### src/rtl/inst_sram_axi_bridge_if.sv
// Fetch-side SRAM-like port plus AXI3 AR/R channels of the instruction bridge.
// master: bridge view (drives AR, rready, addr_ok/data_ok); slave: fetch + bus view.
// No storage here; flow control lives in the bridge.
interface inst_sram_axi_bridge_if;
    logic        inst_sram_req;
    logic        inst_sram_wr;
    logic [1:0]  inst_sram_size;
    logic [31:0] inst_sram_addr;
    logic        inst_sram_addr_ok;
    logic        inst_sram_data_ok;
    logic [31:0] inst_sram_rdata;
    logic        fetch_cancel;

    logic [3:0]  arid;
    logic [31:0] araddr;
    logic [7:0]  arlen;
    logic [2:0]  arsize;
    logic [1:0]  arburst;
    logic [1:0]  arlock;
    logic [3:0]  arcache;
    logic [2:0]  arprot;
    logic        arvalid;
    logic        arready;

    logic [3:0]  rid;
    logic [31:0] rdata;
    logic [1:0]  rresp;
    logic        rlast;
    logic        rvalid;
    logic        rready;

    modport master (
        input  inst_sram_req, inst_sram_wr, inst_sram_size, inst_sram_addr, fetch_cancel,
        output inst_sram_addr_ok, inst_sram_data_ok, inst_sram_rdata,
        output arid, araddr, arlen, arsize, arburst, arlock, arcache, arprot, arvalid,
        input  arready,
        input  rid, rdata, rresp, rlast, rvalid,
        output rready
    );

    modport slave (
        output inst_sram_req, inst_sram_wr, inst_sram_size, inst_sram_addr, fetch_cancel,
        input  inst_sram_addr_ok, inst_sram_data_ok, inst_sram_rdata,
        input  arid, araddr, arlen, arsize, arburst, arlock, arcache, arprot, arvalid,
        output arready,
        output rid, rdata, rresp, rlast, rvalid,
        input  rready
    );
endinterface

### src/rtl/inst_sram_axi_bridge.sv
// Instruction SRAM-like to AXI3 read bridge, in-order, up to MAX_OUTSTANDING reads.
// Latency: addr_ok combinational, arvalid next cycle, data_ok combinational from rvalid.
// Backpressure: addr_ok held low while an AR is pending or the read limit is reached;
// rready always 1. INST_BRIDGE_CANCEL_EN enables stale-response discard on fetch_cancel.
module inst_sram_axi_bridge #(
    parameter logic [3:0] ARID_VAL        = 4'd0,
    parameter int          MAX_OUTSTANDING = 2
) (
    input logic                    clk,
    input logic                    reset,
    inst_sram_axi_bridge_if.master bus
);
    localparam logic [1:0] MAX_CNT = 2'(MAX_OUTSTANDING);

    typedef enum logic {AR_IDLE, AR_SEND} ar_state_e;

    ar_state_e   state_q, state_d;
    logic        arvalid_q, arvalid_d;
    logic [31:0] araddr_q, araddr_d;
    logic [2:0]  arsize_q, arsize_d;
    logic [1:0]  outstanding_q, outstanding_d;

    logic addr_ok;
    logic r_beat;
    logic r_counted;
    logic unused_sigs;

    assign addr_ok   = ~reset & (state_q == AR_IDLE) & bus.inst_sram_req & ~bus.inst_sram_wr
                     & (outstanding_q < MAX_CNT);
    assign r_beat    = bus.rvalid & bus.rready;
    // A beat with nothing outstanding is a protocol error and must not underflow the count.
    assign r_counted = r_beat & (outstanding_q != 2'd0);

    always_comb begin
        state_d       = state_q;
        arvalid_d     = arvalid_q;
        araddr_d      = araddr_q;
        arsize_d      = arsize_q;
        outstanding_d = outstanding_q + {1'b0, addr_ok} - {1'b0, r_counted};
        case (state_q)
            AR_IDLE: begin
                if (addr_ok) begin
                    state_d   = AR_SEND;
                    arvalid_d = 1'b1;
                    araddr_d  = {bus.inst_sram_addr[31:2], 2'b00};
                    arsize_d  = {1'b0, bus.inst_sram_size};
                end
            end
            AR_SEND: begin
                if (bus.arready) begin
                    state_d   = AR_IDLE;
                    arvalid_d = 1'b0;
                end
            end
            default: begin
                state_d   = AR_IDLE;
                arvalid_d = 1'b0;
            end
        endcase
    end

`ifdef INST_BRIDGE_CANCEL_EN
    logic [1:0] discard_q, discard_d;

    // Everything already accepted is stale; a beat returning this cycle is one of them.
    always_comb begin
        discard_d = discard_q;
        if (bus.fetch_cancel)
            discard_d = outstanding_q - {1'b0, r_counted};
        else if (r_beat && discard_q != 2'd0)
            discard_d = discard_q - 2'd1;
    end

    assign bus.inst_sram_data_ok = ~reset & bus.rvalid & (discard_q == 2'd0) & ~bus.fetch_cancel;
    assign unused_sigs = ^{bus.rid, bus.rresp, bus.rlast, bus.inst_sram_addr[1:0]};
`else
    assign bus.inst_sram_data_ok = ~reset & bus.rvalid;
    assign unused_sigs = ^{bus.rid, bus.rresp, bus.rlast, bus.inst_sram_addr[1:0], bus.fetch_cancel};
`endif

    always_ff @(posedge clk or posedge reset) begin
        if (reset) begin
            state_q       <= AR_IDLE;
            arvalid_q     <= 1'b0;
            araddr_q      <= 32'd0;
            arsize_q      <= 3'd0;
            outstanding_q <= 2'd0;
`ifdef INST_BRIDGE_CANCEL_EN
            discard_q     <= 2'd0;
`endif
        end else begin
            state_q       <= state_d;
            arvalid_q     <= arvalid_d;
            araddr_q      <= araddr_d;
            arsize_q      <= arsize_d;
            outstanding_q <= outstanding_d;
`ifdef INST_BRIDGE_CANCEL_EN
            discard_q     <= discard_d;
`endif
        end
    end

    assign bus.inst_sram_addr_ok = addr_ok;
    assign bus.inst_sram_rdata   = bus.rdata;
    assign bus.rready            = ~reset;

    assign bus.arid    = ARID_VAL;
    assign bus.araddr  = araddr_q;
    assign bus.arlen   = 8'd0;
    assign bus.arsize  = arsize_q;
    assign bus.arburst = 2'b01;
    assign bus.arlock  = 2'b00;
    assign bus.arcache = 4'd0;
    assign bus.arprot  = 3'd0;
    assign bus.arvalid = arvalid_q;
endmodule
### src/flat_wrapper.sv
// flat-port wrapper written by rule: the top's interface ports become plain ports
module inst_sram_axi_bridge_flat 
#(
    parameter logic [3:0] ARID_VAL        = 4'd0,
    parameter int          MAX_OUTSTANDING = 2
)
  (clk, reset, bus_inst_sram_req, bus_inst_sram_wr, bus_inst_sram_size, bus_inst_sram_addr, bus_fetch_cancel, bus_inst_sram_addr_ok, bus_inst_sram_data_ok, bus_inst_sram_rdata, bus_arid, bus_araddr, bus_arlen, bus_arsize, bus_arburst, bus_arlock, bus_arcache, bus_arprot, bus_arvalid, bus_arready, bus_rid, bus_rdata, bus_rresp, bus_rlast, bus_rvalid, bus_rready);
  inst_sram_axi_bridge_if bus_i ();
  input logic clk;
  input logic reset;
  input wire logic [$bits(bus_i.inst_sram_req)-1:0] bus_inst_sram_req;
  input wire logic [$bits(bus_i.inst_sram_wr)-1:0] bus_inst_sram_wr;
  input wire logic [$bits(bus_i.inst_sram_size)-1:0] bus_inst_sram_size;
  input wire logic [$bits(bus_i.inst_sram_addr)-1:0] bus_inst_sram_addr;
  input wire logic [$bits(bus_i.fetch_cancel)-1:0] bus_fetch_cancel;
  output wire logic [$bits(bus_i.inst_sram_addr_ok)-1:0] bus_inst_sram_addr_ok;
  output wire logic [$bits(bus_i.inst_sram_data_ok)-1:0] bus_inst_sram_data_ok;
  output wire logic [$bits(bus_i.inst_sram_rdata)-1:0] bus_inst_sram_rdata;
  output wire logic [$bits(bus_i.arid)-1:0] bus_arid;
  output wire logic [$bits(bus_i.araddr)-1:0] bus_araddr;
  output wire logic [$bits(bus_i.arlen)-1:0] bus_arlen;
  output wire logic [$bits(bus_i.arsize)-1:0] bus_arsize;
  output wire logic [$bits(bus_i.arburst)-1:0] bus_arburst;
  output wire logic [$bits(bus_i.arlock)-1:0] bus_arlock;
  output wire logic [$bits(bus_i.arcache)-1:0] bus_arcache;
  output wire logic [$bits(bus_i.arprot)-1:0] bus_arprot;
  output wire logic [$bits(bus_i.arvalid)-1:0] bus_arvalid;
  input wire logic [$bits(bus_i.arready)-1:0] bus_arready;
  input wire logic [$bits(bus_i.rid)-1:0] bus_rid;
  input wire logic [$bits(bus_i.rdata)-1:0] bus_rdata;
  input wire logic [$bits(bus_i.rresp)-1:0] bus_rresp;
  input wire logic [$bits(bus_i.rlast)-1:0] bus_rlast;
  input wire logic [$bits(bus_i.rvalid)-1:0] bus_rvalid;
  output wire logic [$bits(bus_i.rready)-1:0] bus_rready;
  assign bus_i.inst_sram_req = bus_inst_sram_req;
  assign bus_i.inst_sram_wr = bus_inst_sram_wr;
  assign bus_i.inst_sram_size = bus_inst_sram_size;
  assign bus_i.inst_sram_addr = bus_inst_sram_addr;
  assign bus_i.fetch_cancel = bus_fetch_cancel;
  assign bus_inst_sram_addr_ok = bus_i.inst_sram_addr_ok;
  assign bus_inst_sram_data_ok = bus_i.inst_sram_data_ok;
  assign bus_inst_sram_rdata = bus_i.inst_sram_rdata;
  assign bus_arid = bus_i.arid;
  assign bus_araddr = bus_i.araddr;
  assign bus_arlen = bus_i.arlen;
  assign bus_arsize = bus_i.arsize;
  assign bus_arburst = bus_i.arburst;
  assign bus_arlock = bus_i.arlock;
  assign bus_arcache = bus_i.arcache;
  assign bus_arprot = bus_i.arprot;
  assign bus_arvalid = bus_i.arvalid;
  assign bus_i.arready = bus_arready;
  assign bus_i.rid = bus_rid;
  assign bus_i.rdata = bus_rdata;
  assign bus_i.rresp = bus_rresp;
  assign bus_i.rlast = bus_rlast;
  assign bus_i.rvalid = bus_rvalid;
  assign bus_rready = bus_i.rready;
  inst_sram_axi_bridge #(.ARID_VAL(ARID_VAL), .MAX_OUTSTANDING(MAX_OUTSTANDING)) u_core (.clk(clk), .reset(reset), .bus(bus_i));
endmodule
### config.mk
export PLATFORM = sky130hd
export DESIGN_NAME = inst_sram_axi_bridge_flat
export DESIGN_NICKNAME = d
export VERILOG_FILES = /design/src/rtl/inst_sram_axi_bridge_if.sv /design/src/rtl/inst_sram_axi_bridge.sv /design/src/flat_wrapper.sv
export SDC_FILE = /design/constraint.sdc
export NUM_CORES = 1
export LEC_CHECK = 0
export ABC_AREA = 1
export BUFFER_PORTS_ARGS = -buffer_cell sky130_fd_sc_hd__clkbuf_2
export CAP_MARGIN = 20
export CORE_ASPECT_RATIO = 1.5
export CORE_MARGIN = 4
export CORE_UTILIZATION = 41
export CTS_CLUSTER_SIZE = 40
export DETAILED_ROUTE_END_ITERATION = 16
export GPL_TIMING_DRIVEN = 0
export PLACE_DENSITY = 0.83
export SYNTH_ARGS = -nofsm -noshare
export SYNTH_HDL_FRONTEND = slang
export SYNTH_SLANG_ARGS = --single-unit
### constraint.sdc
create_clock -name clk -period 5.9 [get_ports clk]
set_input_delay 1.18 -clock clk [delete_from_list [all_inputs] [get_ports clk]]
set_output_delay 1.18 -clock clk [all_outputs]
set_load 0.01 [all_outputs]
# After elaboration in Yosys (flattened, before gate mapping)

Cells that the tools add are included.

Muxes and demuxes: 6
Bitwise operators: 9
Magnitude comparators: 1
Reductions and logical operators: 3
Add/subtract/negate cells: 2
Equal/unequal tests: 2

Operators with widths:

| operator                                                                 | number |
|---|---|
| 1-bit AND                                                                | 6 |
| 1-bit 2-to-1 mux                                                         | 4 |
| 1-bit case mux with 2 select lines                                       | 2 |
| 2-bit AND reduction                                                      | 2 |
| 1-bit inverter                                                           | 3 |
| 2-bit by 1-bit adder with 2-bit output                                   | 1 |
| 2-bit < comparator (second input constant)                               | 1 |
| 2-bit by 1-bit inequality test with 1-bit output (second input constant) | 1 |
| 2-bit inequality test (second input constant)                            | 1 |
| 2-bit nonzero test                                                       | 1 |
| 2-bit by 1-bit subtractor with 2-bit output                              | 1 |

Input bits: 80
Word-level logic and storage cells: 28
Bits in registers: 36
Output and inout port bits: 94

# Depth between registers and ports, before layout

Gate-level depths: netlist (run 1).

Depth in word-level cells: 7
Mapped depth: 12
Depth with buffers taken out: 12

# Least setup slack after synthesis (run 1)

No wires, ideal clock.

Path type: in2out
From: input port reset
To: output port bus_inst_sram_addr_ok
Arrival time: 2.506 ns
Cell stages on the path: 4
Slack: 2.214 ns
Buffers on the path: 1
Path through: inv_1 > nand2_4 > nor2_8 > buf_12

Longest elaborated chain between the ends: 5

Ends and longest elaborated chain:

| item                   | line                       | text |
|---|---|---|
| start, declared        | flat_wrapper.sv:10         | `input logic reset;` |
| 1-bit inverter         | inst_sram_axi_bridge.sv:28 | `assign addr_ok = ~reset & (state_q == AR_IDLE) & bus.inst_sram_req & ~bus.inst_sram_wr` |
| 1-bit AND (3 in a row) | inst_sram_axi_bridge.sv:28 |  |
| 1-bit AND              | inst_sram_axi_bridge.sv:29 | `& (outstanding_q < MAX_CNT);` |
| end, declared          | flat_wrapper.sv:16         | `output wire logic [$bits(bus_i.inst_sram_addr_ok)-1:0] bus_inst_sram_addr_ok;` |

Every way passes these cells.

# Worst setup path after layout (run 1)

Ends and elaborated chain as after synthesis.

==> metrics.cfg, run 1 <==
[routing]
drc_errors=0
wl_per_cell_um=11.6
firstDrtPassIters=2
wl_um=4990
final_antenna_net_count=0
first_iter_violations=48
dr_total_vias=1743
vias_per_cell=4.07

[finish]
fin_area_um2=2750
syn2layout_area_growth_pct=40.3
antenna_cells=0
instances_no_fill=428
layout-drive-gt1-share=0.527
final_nets=444
final_core_util=0.601

[worst_setup_path]
cp-end-kind=output pin
cp_max_fo=39
slowest_delay_ns=0.61
cp_top_family=buffers and inverters
crit_required_ns=4.72
crit_path_frequent_cell=clkbuf_2
worstSetupStartpointType=input port
critPathKind=in2out
crit_chain=clkbuf_2 > inv_2 > nand2_4 > nor2_8 > buf_12 > clkbuf_2
arrival_ns=2.51
slowest_stage=inv_2
path_buf_inv=4

[floorplanning]
die-area_um2=5980
num_rows=30
core_area_um2=4580
fp.dieW_um=64.5
ios=174
start_util=0.428
die_h_um=92.7

[sta]
final-max-slew-violation-count=0
fmax_mhz=271
postLayoutSetupSlackWorst_ns=2.21
rsz0062_at_grt=no
finClkSkew_ns=0.00277
fin_crit_sh=0.626
tightestPinTransition_ns=0.843
fin_setup_tns_ns=0
whs_ns=0.479
slew_headroom=0.437
fin_crit_ns=3.69
finalHoldViolations=0
setup_violations=0

[cts]
clk_pin_slew_ns=0.07
ctsHoldBuffers=0
cts_tree=built
clock_path_buffers=2
clock-sinks=36
clk_latency_ns=0.28
root_buffer=clkbuf_8
numCtsBuffers=5
cts-htree-levels=2
ctsResizeCount=0
cts_setup_buffers=0

[placed_design]
placed_cells=420
dp_slack_ns=2.14
placed_cell_area_um2=2660
hpwl_um=4100
gp_congestion=0.686
numPortBuffers=105

[min_path]
min_path_type=reg2reg

[global_route]
grt_first_pass_wirelength_um=7810
grt_use_total=0.168
antenna_found_initial=0
grt_max_degree=40
gr-total-overflow=0
grt_pass1_vias=1709

[power]
leakage_nw=1.73
p_per_area_nw_per_um2=363
irDropWorstVdd_mv=0.189
fin_total_pwr_mw=1.00

[status]
outcome=complete, no violations

[synth]
syn_area_um2=1960
yosysSeqAreaShare=0.459
ys_seq_elements=36
avgSynthCellArea_um2=8.64
ys_types=18
synthCells=227
yosys_warnings=0

[job]
max-cap-violations=0

==> layout make-up <==
cell class	count	area, um^2
clock inverter	1	7.51
fill	433	1830
clock buffer	7	86.3
timing repair buffer	105	526
sequential	36	901
multi-input combinational	145	634
tap	64	80.1
buffer	64	493
inverter	6	22.5
==> tightest hold or removal path, cell delays in order, from the launching register on <==
cell and delay [ns]:
dfrtp_1 0.34, nand2_1 0.05, nand2_1 0.05
==> sequential cells by signal, summed over array words and instances (netlist names) <==
register / flops
u_core.bus.araddr: 30
u_core.outstanding_q: 2
u_core.bus.arsize: 2
u_core.state_q: 1
u_core.bus.arvalid: 1
==> routing by layer <==
metal | vias to the layer above | part of all wire | GRT usage
met5 | - | 0 | 0
met4 | 0 | 0.0086 | 0.0529
met3 | 5 | 0.13 | 0.0534
met2 | 115 | 0.53 | 0.323
met1 | 760 | 0.33 | 0.164
li1 | 863 | - | -
==> where the power goes <==
part	switching, mW	leakage [nW]	internal [mW]
combinational	0.220	1.24	0.175
sequential	0.0644	0.448	0.359
clock	0.0862	0.0445	0.0949
==> path summary, 6_finish.rpt <==
check	cells after the start	start	slack, ns	endpoint
setup / recovery	6	reset	2.21	bus_inst_sram_addr_ok
hold / removal	2	u_core.bus.araddr[5]	0.48	u_core.bus.araddr[5]
setup reg to reg	11	u_core.outstanding_q[1]	4.29	u_core.outstanding_q[1]
hold reg to reg	2	u_core.bus.araddr[5]	0.48	u_core.bus.araddr[5]
max in group asynchronous	2	reset	4.31	u_core.bus.araddr[22]
min in group asynchronous	2	reset	1.07	u_core.bus.arvalid
==> cell usage after synthesis <==
library cell / instances / area [um^2]
buf_12: 1 / 20.0
buf_2: 3 / 15.0
buf_4: 58 / 435
buf_6: 2 / 22.5
conb_1: 2 / 7.51
dfrtp_1: 36 / 901
ha_1: 1 / 12.5
inv_1: 6 / 22.5
nand2_1: 97 / 364
nand2_2: 10 / 62.6
nand2_4: 2 / 22.5
nand3_1: 1 / 5.00
nand3_4: 1 / 17.5
nor2_1: 3 / 11.3
nor2_4: 1 / 11.3
nor2_8: 1 / 20.0
o21ai_0: 1 / 5.00
o21ai_1: 1 / 5.00
==> cell families after synthesis <==
family	Yosys count	synth area share
DFF	36	0.459
adders and majority gates	1	0.00638
buffers and inverters	70	0.263
other	2	0.00383
and+or+nand+nor	116	0.262
AOI/OAI and AO/OA	2	0.00510
==> placed cells by master (no fill, tap or decap) <==
cell,synthesis,layout
clkinvlp_4,0,1
ha_1,1,1
nand2_2,10,10
nand2_4,2,2
buf_4,58,58
clkbuf_2,0,105
nor2_1,3,3
inv_2,0,1
nand3_4,1,1
clkbuf_8,0,6
inv_1,6,5
nand3_1,1,1
buf_6,2,2
buf_2,3,3
buf_12,1,1
nand2_1,97,97
conb_1,2,26
nor2_8,1,1
clkbuf_1,0,1
o21ai_0,1,1
dfrtp_1,36,36
nor2_4,1,1
o21ai_1,1,1
No activity file was read; power rests on OpenSTA's default activity.
==> inputs of run 2 (changes only) <==
--- a/config.mk
+++ b/config.mk
@@ -10,11 +10,11 @@
 export CAP_MARGIN = 20
 export CORE_ASPECT_RATIO = 1.5
 export CORE_MARGIN = 4
-export CORE_UTILIZATION = 41
+export CORE_UTILIZATION = 34
 export CTS_CLUSTER_SIZE = 40
 export DETAILED_ROUTE_END_ITERATION = 16
 export GPL_TIMING_DRIVEN = 0
-export PLACE_DENSITY = 0.83
+export PLACE_DENSITY = 0.73
 export SYNTH_ARGS = -nofsm -noshare
 export SYNTH_HDL_FRONTEND = slang
 export SYNTH_SLANG_ARGS = --single-unit
==> constraint.sdc (replaced) <==
create_clock -name clk -period 3.2 [get_ports clk]
set_input_delay 0.64 -clock clk [delete_from_list [all_inputs] [get_ports clk]]
set_output_delay 0.64 -clock clk [all_outputs]
set_load 0.01 [all_outputs]
==> run 2 against run 1 <==
Compared with the run above: clock skew up 0.0030 ns; cell count up 1.2%; final area up 0.36%.
==> metrics.cfg, run 2 (synthesis results as in run 1) <==
[cts]
ctsResizeCount=0
clock-sinks=36
cts_setup_buffers=0
root_buffer=clkbuf_8
clk_pin_slew_ns=0.07
clk_latency_ns=0.28
numCtsBuffers=5
ctsHoldBuffers=0
cts-htree-levels=2
clock_path_buffers=2
cts_tree=built

[placed_design]
numPortBuffers=105
hpwl_um=3890
gp_congestion=0.776
placed_cells=426

[status]
outcome=complete, no violations

[worst_setup_path]
slowest_stage=inv_2
cp-end-kind=output pin
cp_max_fo=39
cp_top_family=buffers and inverters
regToRegStartpoint=u_core.outstanding_q[1]
worstSetupStartpointType=input port
crit_required_ns=2.56
arrival_ns=1.96
critical_path.startpoint=reset
crit_chain=clkbuf_2 > inv_2 > nand2_4 > nor2_8 > buf_12 > clkbuf_2
r2r_end=u_core.outstanding_q[1]
slowest_delay_ns=0.60
crit_path_frequent_cell=clkbuf_2
reg2reg_depth=11
r2r_slack_ns=1.56
critPathKind=in2out
path_buf_inv=4

[power]
leakage_nw=1.74
p_per_area_nw_per_um2=667
fin_total_pwr_mw=1.84
p_int_mw=1.18
p_seq_frac=0.424
combPwrFrac=0.390
switching_share=0.361
irDropWorstVdd_mv=0.288
switching_power_mw=0.665
power_frac_clock=0.186

[floorplanning]
ios=174
start_util=0.354
num_rows=33
core_area_um2=5530
fp.dieW_um=70.0
die-area_um2=7070
die_h_um=101

[sta]
fmax_mhz=384
finClkSkew_ns=0.00578
tightestPinTransition_ns=0.826
setup_violations=0
fin_crit_ns=2.60
rsz0062_at_grt=no
final-max-slew-violation-count=0
fin_crit_sh=0.814
finalHoldViolations=0
slew_headroom=0.448

[routing]
wl_per_cell_um=11.1
wl_um=4810
first_iter_violations=44
dr_total_vias=1712
final_antenna_net_count=0
drc_errors=0
firstDrtPassIters=4
vias_per_cell=3.95

[finish]
final_cell_mix=105 x clkbuf_2, 97 x nand2_1, 58 x buf_4, 36 x dfrtp_1, 26 x conb_1
layout-drive-gt1-share=0.529
final_common_cell=clkbuf_2
antenna_cells=0
final_nets=444
largest_register_ffs=30
syn2layout_area_growth_pct=40.8
instances_no_fill=433

[global_route]
grt_pass1_vias=1741
antenna_found_initial=0
grt_first_pass_wirelength_um=7800
grt_use_total=0.135
gr-total-overflow=0
grt_max_degree=40

[min_path]
hold_end=u_core.bus.araddr[27]
hp-start=u_core.bus.araddr[27]
min_path_cells=2
min_path_type=reg2reg

[job]
max-cap-violations=0

[run 2: cell types whose count changed in the layout (fill, tap and decap cells not counted)]
| cell | delta |
|---|---|
| clkbuf_8 | +1 |
| clkbuf_1 | -1 |
| clkinvlp_4 | -1 |
[run 2: how the worst max path moves through the flow]
stage	slack, ns	cells past startpoint	end
6_report	0.60	6	bus_inst_sram_addr_ok
5_1_grt	0.37	6	bus_inst_sram_addr_ok
4_1_cts	0.50	6	bus_inst_sram_addr_ok
3_5_place_dp	0.50	6	bus_inst_sram_addr_ok
3_3_place_gp	-0.01	6	bus_inst_sram_addr_ok
2_1_floorplan	0.59	4	bus_inst_sram_addr_ok
[run 2: power by group through the flow]
stage	Combinational [mW]	Clock (mW)	Sequential (mW)
after floorplan	0.329	0	0.872
after global placement	0.715	0	0.778
after detailed placement	0.734	0	0.786
after CTS	0.736	0.360	0.781
after global routing	0.799	0.373	0.805
final	0.719	0.342	0.780
[run 2: metrics by stage]
stage	setup slack, ns	TNS (ns)	utilization	hold slack [ns]	instance area [um^2]
2_1_floorplan	0.594	0	-	0.479	2050
3_3_place_gp	-0.0121	-0.0121	0.481	0.461	2660
3_5_place_dp	0.501	0	0.481	0.464	2660
4_1_cts	0.499	0	0.499	0.484	2760
5_1_grt	0.369	0	0.499	0.503	2760
6_report	0.596	0	0.499	0.481	2760
[run 2: area by class of cell]
type                       count  area (um^2)
clock buffer                   7         96.3
tap                           70         87.6
multi-input combinational    145          634
sequential                    36          901
timing repair buffer         105          526
fill                         565         2770
inverter                       6         22.5
buffer                        64          493
[run 2: metal layers]
layer  wire, um  global-route usage  up-vias  share of wire
met2       2480               0.244      111           0.52
li1           -                   -      862              -
met5          0                   0        -              0
met1       1640               0.143      734           0.34
met3        639              0.0469        5           0.13
met4         44              0.0531        0         0.0092
[run 2: worst reg2reg max path, delay by kind of cell (launching register included)]
| family | cells | cell delay, ns |
|---|---|---|
| AND/OR/NAND/NOR | 8 | 0.77 |
| flip-flops | 1 | 0.44 |
| adder cells (fa/ha/maj) | 1 | 0.16 |
| AO/OA/AOI/OAI | 1 | 0.11 |
| buffers and inverters | 1 | 0.05 |
